[config.mk]
export PLATFORM = sky130hd
export DESIGN_NAME = insn_loader
export DESIGN_NICKNAME = d
export VERILOG_FILES = /design/src/rtl/loader_pkg.sv /design/src/rtl/insn_word_packer.sv /design/src/rtl/insn_loader.sv
export SDC_FILE = /design/constraint.sdc
export NUM_CORES = 1
export LEC_CHECK = 0
export ABC_AREA = 1
export CAP_MARGIN = 30
export CORE_MARGIN = 5
export CORE_UTILIZATION = 45
export CTS_BUF_LIST = sky130_fd_sc_hd__clkbuf_16
export CTS_CLUSTER_SIZE = 14
export DETAILED_ROUTE_END_ITERATION = 8
export GPL_ROUTABILITY_DRIVEN = 0
export GPL_TIMING_DRIVEN = 1
export HOLD_SLACK_MARGIN = 0.06
export PLACE_DENSITY = 0.67
export SLEW_MARGIN = 10
export SYNTH_ARGS = -nofsm -noshare
export SYNTH_HDL_FRONTEND = slang
export SYNTH_SLANG_ARGS = --single-unit
[constraint.sdc]
create_clock -name clk_i -period 7.2 [get_ports clk_i]
set_input_delay 1.08 -clock clk_i [delete_from_list [all_inputs] [get_ports clk_i]]
set_output_delay 1.08 -clock clk_i [all_outputs]
set_load 0.02 [all_outputs]
[src/rtl/loader_pkg.sv]
// Shared definitions for the instruction loader: FSM encoding, capacity and header width.
package loader_pkg;
  localparam int MAX_WORDS = 1024;
  localparam int HDR_WIDTH = 16;

  typedef enum logic [2:0] {
    LEN_LO = 3'd0,
    LEN_HI = 3'd1,
    DATA   = 3'd2,
    WRITE  = 3'd3,
    RUN    = 3'd4,
    ERR    = 3'd5
  } state_t;
endpackage

[src/rtl/insn_word_packer.sv]
// Assembles four accepted bytes, least significant first, into one 32-bit instruction word.
module insn_word_packer (
  input  logic        clk_i,
  input  logic        rst_i,
  input  logic        byte_en_i,
  input  logic [7:0]  byte_i,
  output logic [31:0] word_o,
  output logic        word_done_o
);
  logic [1:0]  cnt_q;
  logic [23:0] sr_q;

  always_ff @(posedge clk_i or posedge rst_i) begin
    if (rst_i) begin
      cnt_q <= 2'd0;
      sr_q  <= 24'd0;
    end else if (byte_en_i) begin
      sr_q  <= {byte_i, sr_q[23:8]};
      cnt_q <= cnt_q + 2'd1;
    end
  end

  // Word is presented combinationally with the fourth byte so the loader can register it.
  assign word_done_o = byte_en_i && (cnt_q == 2'd3);
  assign word_o      = {byte_i, sr_q};
endmodule

[src/rtl/insn_loader.sv]
// Byte-stream program loader: length header, then words written to instruction memory,
// then the CPU is released from reset until it signals ebreak.
module insn_loader
  import loader_pkg::*;
#(
  parameter int MAX_WORDS  = loader_pkg::MAX_WORDS,
  parameter int ADDR_WIDTH = 12
) (
  input  logic                  clk_i,
  input  logic                  rst_i,
  input  logic                  byte_valid_i,
  input  logic [7:0]            byte_i,
  output logic                  byte_ready_o,
  input  logic                  ebreak_i,
  output logic                  insn_mem_wen_o,
  output logic [ADDR_WIDTH-1:0] insn_mem_waddr_o,
  output logic [31:0]           insn_o,
  output logic                  cpu_rstn_o,
  output logic                  busy_o,
  output logic                  error_o,
  output logic [2:0]            dbg_state_o
);
  localparam logic [HDR_WIDTH-1:0] MAX_LEN = HDR_WIDTH'(MAX_WORDS);
  localparam logic [HDR_WIDTH-1:0] ONE     = HDR_WIDTH'(1);

  state_t               state_q;
  logic [HDR_WIDTH-1:0] len_q;
  logic [HDR_WIDTH-1:0] wcnt_q;
  logic [HDR_WIDTH-1:0] hdr_full;
  logic [HDR_WIDTH-1:0] wcnt_nxt;
  logic                 take;
  logic                 word_done;
  logic [31:0]          word;

  // Handshake: a byte moves on a rising edge where byte_valid_i and byte_ready_o are both
  // high; byte_ready_o is registered and low outside LEN_LO/LEN_HI/DATA, so valid is ignored there.
  assign take     = byte_valid_i && byte_ready_o;
  assign hdr_full = {byte_i, len_q[7:0]};
  assign wcnt_nxt = wcnt_q + ONE;

  insn_word_packer u_packer (
    .clk_i       (clk_i),
    .rst_i       (rst_i),
    .byte_en_i   (take && (state_q == DATA)),
    .byte_i      (byte_i),
    .word_o      (word),
    .word_done_o (word_done)
  );

  always_ff @(posedge clk_i or posedge rst_i) begin
    if (rst_i) begin
      state_q          <= LEN_LO;
      len_q            <= '0;
      wcnt_q           <= '0;
      byte_ready_o     <= 1'b0;
      insn_mem_wen_o   <= 1'b0;
      insn_mem_waddr_o <= '0;
      insn_o           <= '0;
      cpu_rstn_o       <= 1'b0;
      busy_o           <= 1'b0;
      error_o          <= 1'b0;
    end else begin
      case (state_q)
        LEN_LO: begin
          byte_ready_o <= 1'b1;
          if (take) begin
            len_q[7:0] <= byte_i;
            busy_o     <= 1'b1;
            state_q    <= LEN_HI;
          end
        end
        LEN_HI: begin
          if (take) begin
            len_q[15:8] <= byte_i;
            if (hdr_full == '0 || hdr_full > MAX_LEN) begin
              state_q          <= ERR;
              byte_ready_o     <= 1'b0;
              busy_o           <= 1'b0;
              error_o          <= 1'b1;
              insn_mem_waddr_o <= '0;
              insn_o           <= '0;
            end else begin
              state_q <= DATA;
              wcnt_q  <= '0;
            end
          end
        end
        DATA: begin
          if (word_done) begin
            state_q          <= WRITE;
            byte_ready_o     <= 1'b0;
            insn_mem_wen_o   <= 1'b1;
            insn_mem_waddr_o <= {wcnt_q[ADDR_WIDTH-3:0], 2'b00};
            insn_o           <= word;
          end
        end
        WRITE: begin
          insn_mem_wen_o <= 1'b0;
          wcnt_q         <= wcnt_nxt;
          if (wcnt_nxt == len_q) begin
            state_q    <= RUN;
            cpu_rstn_o <= 1'b1;
            busy_o     <= 1'b0;
          end else begin
            state_q      <= DATA;
            byte_ready_o <= 1'b1;
          end
        end
        RUN: begin
          if (ebreak_i) begin
            state_q      <= LEN_LO;
            cpu_rstn_o   <= 1'b0;
            byte_ready_o <= 1'b1;
          end
        end
        ERR: begin
          state_q <= ERR;
        end
        default: state_q <= ERR;
      endcase
    end
  end

  assign dbg_state_o = state_q;
endmodule
* After elaboration in Yosys (flattened, before gate mapping)
Cells that the tools add are included.
** Word-level totals
- Input bits :: 12
- Output and inout bits :: 52
- Flip-flop bits (word level) :: 110
** Cells by class
- Equal/unequal tests :: 14
- $add $sub $neg :: 2
- Reductions and logical operators :: 22
- Muxes and demuxes :: 32
- Magnitude comparators :: 1
** Operator list (number)
- 2-to-1 mux 32 bit :: 3
- case mux 32 bit (2 select lines) :: 1
- 2-to-1 mux 12 bit :: 3
- 2-to-1 mux 16 bit :: 2
- case mux 16 bit (2 select lines) :: 1
- case mux 12 bit (2 select lines) :: 1
- 2-to-1 mux 3 bit :: 6
- adder 16 x 1 -> 16 bit (second input constant) :: 1
- == test 16 bit :: 1
- > comparator 16 x 11 -> 1 bit (second input constant) :: 1
- logical NOT 16 bit :: 1
- case mux 3 bit (5 select lines) :: 1
- != test 2 bit (second input constant) :: 7
- 2-to-1 mux 1 bit :: 10
- AND reduction 3 bit :: 3
- AND reduction 4 bit :: 2
- nonzero test 2 bit :: 4
- == test 3 x 2 -> 1 bit (second input constant) :: 2
- AND reduction 2 bit :: 3
- AND reduction 6 bit :: 1
- case mux 1 bit (5 select lines) :: 1
- AND reduction 5 bit :: 1
- nonzero test 5 bit :: 1
- case mux 1 bit (2 select lines) :: 2
- other kinds (10) :: 12

* Longest topological paths before layout
Gate-level depths: netlist of the first run.
- Word-level depth :: 5
- Gate-level depth with buffers :: 16

* By module
A second synthesis of the first run with hierarchy kept.
** Unflattened totals
- Cell total of the unflattened synthesis :: 662
- Area, all modules :: 5165.0 um^2
** By module, submodules not included
- insn_loader :: times used 1, area each 4045.1 um^2, cells each 539
- insn_word_packer :: times used 1, area each 1119.8 um^2, cells each 123

* Worst setup path after synthesis of the first run
Ideal clock, no wire load.
- Path type :: in2reg
- Start :: in byte_i[6]
- End :: reg insn_o[31]
- Cell stages on the path :: 12
- Arrival :: 2214 ps
- Setup slack :: 4865 ps
- Setup time :: 121 ps
- Path through :: inv_1 -> nand4_1 -> nor4_1 -> nand2_1 -> nand2_1 -> nand2_1 -> nand2_1 -> nand2_1 -> nand3_2 -> buf_6 -> buf_2 -> o21ai_1
** On the way
- Longest elaborated chain between the ends :: 4
- Elaborated cells between the ends (all ways) :: 5
- Those cells by class :: order compare: 1; eq/ne: 1; reduce/logical: 3
** RTL lines
- start: declaration :: RTL line insn_loader.sv:12 : input logic [7:0] byte_i,
- > comparator 16 x 11 -> 1 bit / logical NOT 16 bit (equally long branches) :: RTL line insn_loader.sv:75 : if (hdr_full == '0 || hdr_full > MAX_LEN) begin
- logical OR 1 bit (*) :: RTL line insn_loader.sv:75
- != test 2 bit (no line) (*)
- AND reduction 4 bit (no line) (*)
- end signal: assignment :: RTL line insn_loader.sv:94 : insn_o <= word;
- end: declaration :: RTL line insn_loader.sv:17 : output logic [31:0] insn_o,
Every way passes the cells marked *; elsewhere a longest branch is shown, timed or not.
A chain may end at the register's enable or synchronous reset.

* Worst setup path after layout of the first run
- Start :: in byte_i[2]
- End :: reg insn_mem_waddr_o[3]
** On the way
- Longest elaborated chain between the ends :: 4
- Elaborated cells between the ends (all ways) :: 5
- Those cells by class :: order compare: 1; eq/ne: 1; reduce/logical: 3
** RTL lines
- > comparator 16 x 11 -> 1 bit / logical NOT 16 bit (equally long branches) :: RTL line insn_loader.sv:75
- logical OR 1 bit (*) :: RTL line insn_loader.sv:75
- != test 2 bit (no line) (*)
- AND reduction 4 bit (no line) (*)
- end signal: assignment :: RTL line insn_loader.sv:93 : insn_mem_waddr_o <= {wcnt_q[ADDR_WIDTH-3:0], 2'b00};
- end: declaration :: RTL line insn_loader.sv:16 : output logic [ADDR_WIDTH-1:0] insn_mem_waddr_o,
Marks and branches as above.

==> metrics.md, run 1 <==
| Metric | Value |
|---|---|
| Drt drc | `0` |
| Grt ovf | `0` |
| Critical path arrival | `3500 ps` |
| MaxCap Viol Count | `0` |
| Layout cells sized above 1 | `5.71%` |
| Final ANT Viol Nets | `0` |
| Die Wd | `117 microns` |
| Fin Setup TNS | `0 ps` |
| Post-Synth XOR/XNOR Area | `0.341%` |
| Worst-margin pin slew | `894 ps` |
| Fin util | `54.0%` |
| Pin count of the biggest net entering global routing | `85` |
| Int Pwr | `0.000852 W` |
| CTS tree | `yes` |
| Placeable Area | `11300 sq um` |
| GRT Total Usage | `19.3%` |
| Slew Viols, Final | `0` |
| Outcome | `finished, final reports clean` |
| Setup CP Type | `in2reg` |
| R2R depth | `9` |
| Overall Power | `0.00111 W` |
| Distinct cells, synth | `33` |
| Io pins | `64` |
| Post-DR wirelength/cell | `14.7 microns` |
| Hold Crit Class | `reg2reg` |
| Antenna violations before repair | `0` |
| Hold slack | `477 ps` |
| Filler cells | `1114` |
| Post-Syn Instances | `647` |
| Sw frac | `22.9%` |
| Max rail drop VDD | `0.000102 V` |
| Final Hold Vio Count | `0` |
| Clock root cell | `clkbuf_16` |
| Ant diodes | `0` |
| Clk_lat worst skew | `350 ps` |
| Most frequent cells in the layout | `216 x nand2_1, 108 x dfrtp_1, 77 x nand3_1` |
| Seq/Total Area, Yosys | `52.5%` |
| Tmin final | `3230 ps` |
| Finished Layout Cells | `844` |
| Pwr Density | `181 nW/um^2` |
| Syn avg cell area | `7.95 sq um` |
| CP Launch Type | `input port` |
| Port bufs | `61` |
| Area delta synth->final | `18.9%` |
| Critical Path Fanout Max | `84` |
| FF-to-FF Start | `dbg_state_o[2]` |
| First-pass GRT wire length | `20800 microns` |
| # resized after CTS | `0` |
| Critical Path End Type | `register` |
| Post-CTS setup buffer count | `0` |
| Sink Count | `108` |
| Pre-antenna DRT Iters | `5` |
| Post-synthesis register bit count | `108` |
| Flop2flop setup slack | `4700 ps` |
| Slew margin rel. | `40.2%` |
| Core Rows | `39` |
| Clock Power Share | `43.0%` |
| Final Skew | `10.9 ps` |
| Setup crit start | `byte_i[2]` |
| Sw Pwr | `0.000254 W` |
| Vias per inst | `5.18` |
| Final setup viols | `0` |
| Yosys warns | `0` |
| DRT iter0 DRCs | `370` |
| Post-Synth Simple-Gate Area | `29.6%` |
| Leakage | `2.99 nW` |
| Max Clock Freq | `310 MHz` |
| Starting Density | `45.4%` |
| Post-layout net count | `710` |
| Clock slew at reported path FFs | `80 ps` |
| CTS Hold Bufs | `0` |
| Reg-to-Reg End | `insn_mem_waddr_o[3]` |
| Final period util | `44.8%` |
| RSZ-0062 raised after global routing | `no` |
| Max Buffers Root-to-Sink | `2` |
| Most common cell after layout, fill and taps aside | `nand2_1` |
| Req. time, crit path | `7480 ps` |
| Mux cell area share after synthesis | `0%` |
| H-tree lvl count | `3` |
| DR vias | `4373` |
| Critical Path Sink | `insn_mem_waddr_o[3]` |
| Largest family of logic cells by synthesized area | `simple AND/OR/NAND/NOR gates` |
| Routed wire length | `12400 microns` |
| Mapped Area | `5140 sq um` |
| Post-Synth Adder-Cell Area | `0.486%` |
| Logic pwr share | `2.2%` |
| Vias in the first global route | `4183` |
| Die Height | `117 microns` |
| DP Cell Count | `828` |
| Num CTS Buffers | `9` |
| Compound-Gate Fraction of Synth Area | `9.78%` |
| Reg power frac | `54.8%` |
| Die area | `13700 sq um` |
| HPWL after DPL | `8730 microns` |
-- cell families after synthesis --
logic type | Yosys count
AOI/OAI and AO/OA | 96
xor gates and xnor gates | 2
adders and majority gates | 2
buffers and inverters | 89
DFF | 108
other | 1
and+or+nand+nor | 349
-- synth_stat cells, drive strengths merged --
master	number	area, sq um
o21bai	2	18.8
a22oi	1	7.51
buf	10	71.3
ha	2	25.0
xor2	1	8.76
o22ai	1	6.26
inv	60	225
conb	1	3.75
nor4	2	18.8
nor2	33	164
nand3b	2	15.0
dfrtp	108	2700
o21ai	87	435
xnor2	1	8.76
a21o	1	7.51
a22o	2	17.5
nand3	79	405
clkbuf	19	71.3
nand4	11	75.1
a21oi	2	10.0
nor3	2	10.0
nand2	220	836
-- area by class of cell --
cell class	count	area (sq um)	area share (%)
timing repair buffer	66	648	10.6
multi-input combinational	451	2080	34.0
sequential	108	2700	44.2
tap	143	179	2.93
clock inverter	7	55.1	0.900
clock buffer	9	225	3.68
inverter	60	228	3.72
-- power by group through the flow --
stage / sequential (W) / clock (W) / combinational [W]
global route: 0.000606 / 0.000511 / 0.0000288
floorplan: 0.000618 / 0 / 0.0000128
finish: 0.000606 / 0.000476 / 0.0000246
global placement: 0.000618 / 0 / 0.0000253
CTS: 0.000606 / 0.000484 / 0.0000258
detailed placement: 0.000618 / 0 / 0.0000259
-- sequential cells by signal (all words and copies together) (netlist names), 2 cells and up --
signal,flops
insn_o,32
wcnt_q,16
dbg_state_o,3
insn_mem_waddr_o,10
u_packer.cnt_q,2
len_q,16
u_packer.sr_q,24
-- worst min path at each step --
stage,start,end,slack (ps),cells past startpoint
after floorplan,u_packer.sr_q[3],u_packer.sr_q[3],440,2
after global placement,u_packer.cnt_q[1],u_packer.cnt_q[1],460,2
after detailed placement,error_o,error_o,460,1
after CTS,u_packer.sr_q[4],u_packer.sr_q[4],480,2
after global routing,u_packer.sr_q[4],u_packer.sr_q[4],490,2
final,u_packer.sr_q[4],u_packer.sr_q[4],480,2
-- routing by layer --
layer | vias up | routed length, microns | share of wire, % | global-route usage (%)
met5 | - | 0 | 0 | 0
met4 | 0 | 287 | 2.3 | 8.03
met3 | 21 | 623 | 5.0 | 2.72
met2 | 113 | 5470 | 44 | 29.0
met1 | 2039 | 6030 | 49 | 28.3
li1 | 2200 | - | - | -
-- through the flow --
step                      setup slack [ps]  instance area, sq um
after CTS                             4000                  6110
after floorplan                       3270                  5150
after global routing                  3710                  6110
final                                 3970                  6110
after global placement                3750                  5830
after detailed placement              3620                  5830
-- critical path, stage by stage --
cell	delay, ps
clkdlybuf4s50_1	590
inv_1	140
nor4_1	310
nand2_1	90
nand2_1	90
nand2_1	70
nand2_1	130
nand2_1	80
nand3_2	60
buf_4	550
nand2_1	130
o21ai_1	110
Power figures use the tool's default switching activity.
==> run 2: changes to the inputs <==
--- a/config.mk
+++ b/config.mk
@@ -15,7 +15,7 @@
 export GPL_ROUTABILITY_DRIVEN = 0
 export GPL_TIMING_DRIVEN = 1
 export HOLD_SLACK_MARGIN = 0.06
-export PLACE_DENSITY = 0.67
+export PLACE_DENSITY = 0.69
 export SLEW_MARGIN = 10
 export SYNTH_ARGS = -nofsm -noshare
 export SYNTH_HDL_FRONTEND = slang
==> constraint.sdc (replaced) <==
create_clock -name clk_i -period 2.6 [get_ports clk_i]
set_input_delay 0.39 -clock clk_i [delete_from_list [all_inputs] [get_ports clk_i]]
set_output_delay 0.39 -clock clk_i [all_outputs]
set_load 0.02 [all_outputs]
==> metrics.md, run 2 (synthesis results as in run 1) <==
| Metric | Value |
|---|---|
| Fin Setup TNS | `0 ps` |
| Area delta synth->final | `20.8%` |
| Post-layout net count | `717` |
| RSZ-0062 raised after global routing | `no` |
| Post-CTS setup buffer count | `0` |
| Vias per inst | `5.29` |
| Critical path arrival | `2420 ps` |
| CTS tree | `yes` |
| Critical Path Fanout Max | `8` |
| CP Launch Type | `register` |
| Final period util | `84.5%` |
| Most common cell after layout, fill and taps aside | `nand2_1` |
| Pin count of the biggest net entering global routing | `109` |
| Most frequent cells in the layout | `216 x nand2_1, 108 x dfrtp_1, 77 x nand3_1` |
| H-tree lvl count | `3` |
| Critical path's largest stage delay | `470 ps` |
| Critical Path End Type | `register` |
| Biggest register | `insn_o` |
| Slew Viols, Final | `0` |
| Die area | `13700 sq um` |
| CTS Hold Bufs | `0` |
| Clock root cell | `clkbuf_16` |
| Outcome | `finished, final reports clean` |
| Leakage | `3.04 nW` |
| Drt drc | `0` |
| DRT iter0 DRCs | `412` |
| Max Clock Freq | `455 MHz` |
| Worst-margin pin slew | `887 ps` |
| GRT Total Usage | `19.8%` |
| DR vias | `4506` |
| HPWL after DPL | `8920 microns` |
| Critical Path Sink | `busy_o` |
| Slew margin rel. | `40.8%` |
| Pre-antenna DRT Iters | `6` |
| Pwr Density | `508 nW/um^2` |
| Final setup viols | `0` |
| Final ANT Viol Nets | `0` |
| Num CTS Buffers | `9` |
| Starting Density | `45.4%` |
| Max reg flops | `32` |
| Routed wire length | `12800 microns` |
| Setup CP Type | `reg2reg` |
| Layout cells sized above 1 | `6.64%` |
| Top Registers | `insn_o x32, u_packer.sr_q x24` |
| Ant diodes | `0` |
| CP most frequent cell | `nand2_1` |
| First-pass GRT wire length | `21300 microns` |
| Slowest cell on crit path | `dfrtp_1` |
| Io pins | `64` |
| MaxCap Viol Count | `0` |
| Req. time, crit path | `2820 ps` |
| Max Buffers Root-to-Sink | `2` |
| Worst Slack Setup Final | `403 ps` |
| Antenna violations before repair | `0` |
| Die Wd | `117 microns` |
| Reg-to-Reg End | `busy_o` |
| Clock slew at reported path FFs | `70 ps` |
| R2R depth | `16` |
| Core Rows | `39` |
| Tmin final | `2200 ps` |
| Worst Setup Slack post-DPL | `101 ps` |
| Placeable Area | `11300 sq um` |
| Grt ovf | `0` |
| Port bufs | `61` |
| Clk_lat worst skew | `350 ps` |
| CP Cell Sequence | `ha_1 > nand2_1 > nor2_4 > nand2_1 > nand2_1 > nand2_1 > nand2_1 > nand2_1 > inv_1 > nand3_1 > nor2_2 > nand3_1 > nand2_1 > nand3_1 > nand2_1 > nand2_1` |
| Hold Crit Class | `reg2reg` |
| Post-DR wirelength/cell | `15.0 microns` |
| Max rail drop VDD | `0.000272 V` |
| Sink Count | `108` |
| Flop2flop setup slack | `400 ps` |
| Setup crit start | `wcnt_q[0]` |
| Final Hold Vio Count | `0` |
| Final Skew | `6.26 ps` |
| Die Height | `117 microns` |
| # resized after CTS | `0` |
| FF-to-FF Start | `wcnt_q[0]` |
| Vias in the first global route | `4285` |
[run 2: per-stage QoR]
| stage | power (W) | hold slack, ps | util [%] | cells | area, sq um |
|---|---|---|---|---|---|
| after CTS | 0.00319 | 478 | 54.9 | 851 | 6210 |
| after global routing | 0.00325 | 501 | 54.9 | 851 | 6210 |
| after detailed placement | 0.00179 | 461 | 52.2 | 835 | 5910 |
| final | 0.00316 | 478 | 54.9 | 851 | 6210 |
| after global placement | 0.00179 | 460 | 52.2 | 835 | 5910 |
| after floorplan | 0.00175 | 443 | - | 648 | 5150 |
[run 2: critical path, delay by kind of cell, from the launching register on]
| kind | cells | cell delay, ps |
|---|---|---|
| adder cells (fa/ha/maj) | 1 | 240 |
| flip-flops | 1 | 470 |
| AND/OR/NAND/NOR | 14 | 1320 |
| buffers and inverters | 1 | 40 |
[run 2: where the power goes]
group / internal, W / switching [W]
clock: 0.000756 / 0.000644
sequential: 0.00168 / 0
combinational: 0.0000245 / 0.0000540
total: 0.00246 / 0.000698
[run 2: worst min path at each step]
stage	depth (start not counted)	start	slack, ps	endpoint
5_1_grt	1	u_packer.cnt_q[0]	500	u_packer.cnt_q[0]
6_report	2	u_packer.sr_q[3]	480	u_packer.sr_q[3]
3_3_place_gp	2	u_packer.sr_q[4]	460	u_packer.sr_q[4]
2_1_floorplan	2	u_packer.sr_q[3]	440	u_packer.sr_q[3]
4_1_cts	2	u_packer.sr_q[3]	480	u_packer.sr_q[3]
3_5_place_dp	2	u_packer.sr_q[3]	460	u_packer.sr_q[3]
[run 2: cell type report]
type | instances | area [sq um]
flip-flops and latches | 108 | 2700
clock buffers | 9 | 225
fillers | 1076 | 5110
clock inverters | 7 | 75.1
repair buffers | 73 | 726
well taps | 143 | 179
inverters | 60 | 229
multi-input cells | 451 | 2080
[run 2: routing by layer]
layer | wire, microns | global-route usage (%)
met5 | 0 | 0
met2 | 5860 | 31.3
met3 | 701 | 2.37
met4 | 333 | 8.49
met1 | 5900 | 27.9
==> run 3: changes to the inputs <==
--- a/config.mk
+++ b/config.mk
@@ -15,7 +15,7 @@
 export GPL_ROUTABILITY_DRIVEN = 0
 export GPL_TIMING_DRIVEN = 1
 export HOLD_SLACK_MARGIN = 0.06
-export PLACE_DENSITY = 0.69
+export PLACE_DENSITY = 0.67
 export SLEW_MARGIN = 10
 export SYNTH_ARGS = -nofsm -noshare
 export SYNTH_HDL_FRONTEND = slang
==> constraint.sdc (replaced) <==
create_clock -name clk_i -period 2.05 [get_ports clk_i]
set_input_delay 0.3075 -clock clk_i [delete_from_list [all_inputs] [get_ports clk_i]]
set_output_delay 0.3075 -clock clk_i [all_outputs]
set_load 0.02 [all_outputs]
==> metrics.md, run 3 (synthesis results as in run 1) <==
| Metric | Value |
|---|---|
| Outcome | `finished with violations` |
| Failing checks | `negative setup slack` |
| Clock slew at reported path FFs | `70 ps` |
| Worst Slack Setup Final | `-3.32 ps` |
| RSZ-0062 raised after global routing | `yes` |
| DR vias | `4747` |
| Critical Path End Type | `register` |
| Pre-antenna DRT Iters | `6` |
| Io pins | `64` |
| H-tree lvl count | `3` |
| Sw frac | `22.5%` |
| CP bufs+invs | `3` |
| Starting Density | `45.4%` |
| Reg power frac | `52.5%` |
| Clk_lat worst skew | `360 ps` |
| Max rail drop VDD | `0.000366 V` |
| Core Rows | `39` |
| Top Registers | `insn_o x32, u_packer.sr_q x24` |
| HPWL after DPL | `9140 microns` |
| Worst-margin pin slew | `584 ps` |
| CP top delay family | `simple AND/OR/NAND/NOR gates` |
| Final Hold Vio Count | `0` |
| CTS Hold Bufs | `0` |
| DRT iter0 DRCs | `367` |
| Final Skew | `8.34 ps` |
| Num CTS Buffers | `9` |
| Ant diodes | `0` |
| Die Height | `117 microns` |
| Setup CP Type | `reg2reg` |
| Area delta synth->final | `31.0%` |
| Vias in the first global route | `4282` |
| Req. time, crit path | `2280 ps` |
| Pin count of the biggest net entering global routing | `109` |
| Hold Crit Class | `in2async` |
| Critical path's largest stage delay | `430 ps` |
| Port bufs | `61` |
| CP Cell Sequence | `inv_2 > nand4_1 > nor4_2 > nand3_1 > nand2_2 > nand2_4 > nand2_4 > nand3_4 > buf_12 > clkbuf_16 > nand2_1 > o21ai_0` |
| Final period util | `100%` |
| GRT Total Usage | `19.6%` |
| Final setup viols | `1` |
| Leakage | `3.27 nW` |
| Slew Viols, Final | `0` |
| MaxCap Viol Count | `0` |
| Slew margin rel. | `61.1%` |
| Final ANT Viol Nets | `0` |
| Clock Power Share | `44.6%` |
| Most frequent cells in the layout | `207 x nand2_1, 105 x dfrtp_1, 73 x nand3_1` |
| First-pass GRT wire length | `21000 microns` |
| Sink Count | `108` |
| Grt ovf | `0` |
| Int Pwr | `0.00314 W` |
| Dpl cell area | `6100 sq um` |
| Tmin final | `2050 ps` |
| Final cell area excluding filler cells | `6740 sq um` |
| CTS tree | `yes` |
| Worst Setup Slack post-DPL | `-198 ps` |
| Critical path arrival | `2280 ps` |
| Max Buffers Root-to-Sink | `2` |
| Filler cells | `985` |
| Die Wd | `117 microns` |
| Max Clock Freq | `487 MHz` |
| Max reg flops | `32` |
| Antenna violations before repair | `0` |
| Most common cell after layout, fill and taps aside | `nand2_1` |
| Biggest register | `insn_o` |
| Post-DR wirelength/cell | `15.2 microns` |
| Sw Pwr | `0.000910 W` |
| Clock root cell | `clkbuf_16` |
| CP Launch Type | `register` |
| CP most frequent cell | `nand2_4` |
| Drt drc | `0` |
| Logic pwr share | `2.9%` |
| Slowest cell on crit path | `dfrtp_1` |
| Placeable Area | `11300 sq um` |
| Layout cells sized above 1 | `14.9%` |
| Post-layout net count | `754` |
| Routed wire length | `13500 microns` |
| Critical Path Fanout Max | `6` |
| Die area | `13700 sq um` |
| Vias per inst | `5.35` |
| Pwr Density | `601 nW/um^2` |
-- run 3: cell count changes in the layout (fill, tap and decap cells not counted), moves of 4 or more --
cell	change
nand2_2	+6
o21ai_0	-9
inv_2	+5
nor2_4	+4
buf_4	+25
buf_6	+6
o21ai_1	+9
nand3_1	-4
inv_1	-6
nand2_1	-9
-- run 3: repair_timing --
action | in CTS | in global routing
buffers inserted | 0 | 10
gates cloned | 0 | 6
gates resized for setup | 1 | 48
pin swaps | 0 | 17
endpoints found under the setup margin | 1 | 47
-- run 3: tightest hold or removal path, delay by kind of cell --
kind                   cells  cell delay, ps
buffers and inverters      3             940
-- run 3: final timing paths --
path | from | endpoint | slack (ps) | cells past startpoint
max in group asynchronous | rst_i | dbg_state_o[0] | 1120 | 3
worst max register to register | len_q[5] | insn_o[1] | -3 | 12
worst max-delay path | len_q[5] | insn_o[1] | -3 | 12
worst min register to register | error_o | error_o | 480 | 1
worst min-delay path | rst_i | insn_o[9] | 450 | 3
min in group clk_i | error_o | error_o | 480 | 1
-- run 3: power by group through the flow --
stage / sequential, W / combinational [W] / clock, W
CTS: 0.00213 / 0.000119 / 0.00183
floorplan: 0.00217 / 0.0000455 / 0
global route: 0.00213 / 0.000131 / 0.00191
detailed placement: 0.00217 / 0.000119 / 0
finish: 0.00213 / 0.000116 / 0.00181
global placement: 0.00217 / 0.000119 / 0
-- run 3: layout make-up --
cell class                 instances  area [sq um]  share of cell area (%)
inverter                          60           229                    3.40
clock inverter                     7          82.6                    1.23
tap                              143           179                    2.65
multi-input combinational        451          2200                    32.7
sequential                       108          2710                    40.2
clock buffer                       9           225                    3.34
timing repair buffer             110          1120                    16.6
-- run 3: per-layer routing --
metal	part of all wire (%)	GRT usage (%)
met5	0	0
met2	45	29.4
met4	2.2	8.18
met1	45	28.8
met3	7.1	2.67
-- run 3: through the flow --
step | std cells | total power (W) | setup TNS [ps] | hold WS (ps) | utilization (%)
final | 888 | 0.00405 | -3.32 | 450 | 59.5
after global routing | 888 | 0.00417 | -3630 | 494 | 59.5
after CTS | 872 | 0.00408 | 0 | 480 | 56.6
after detailed placement | 856 | 0.00229 | -7010 | 453 | 53.8
after global placement | 856 | 0.00229 | -5110 | 458 | 53.8
after floorplan | 648 | 0.00222 | 0 | 428 | -
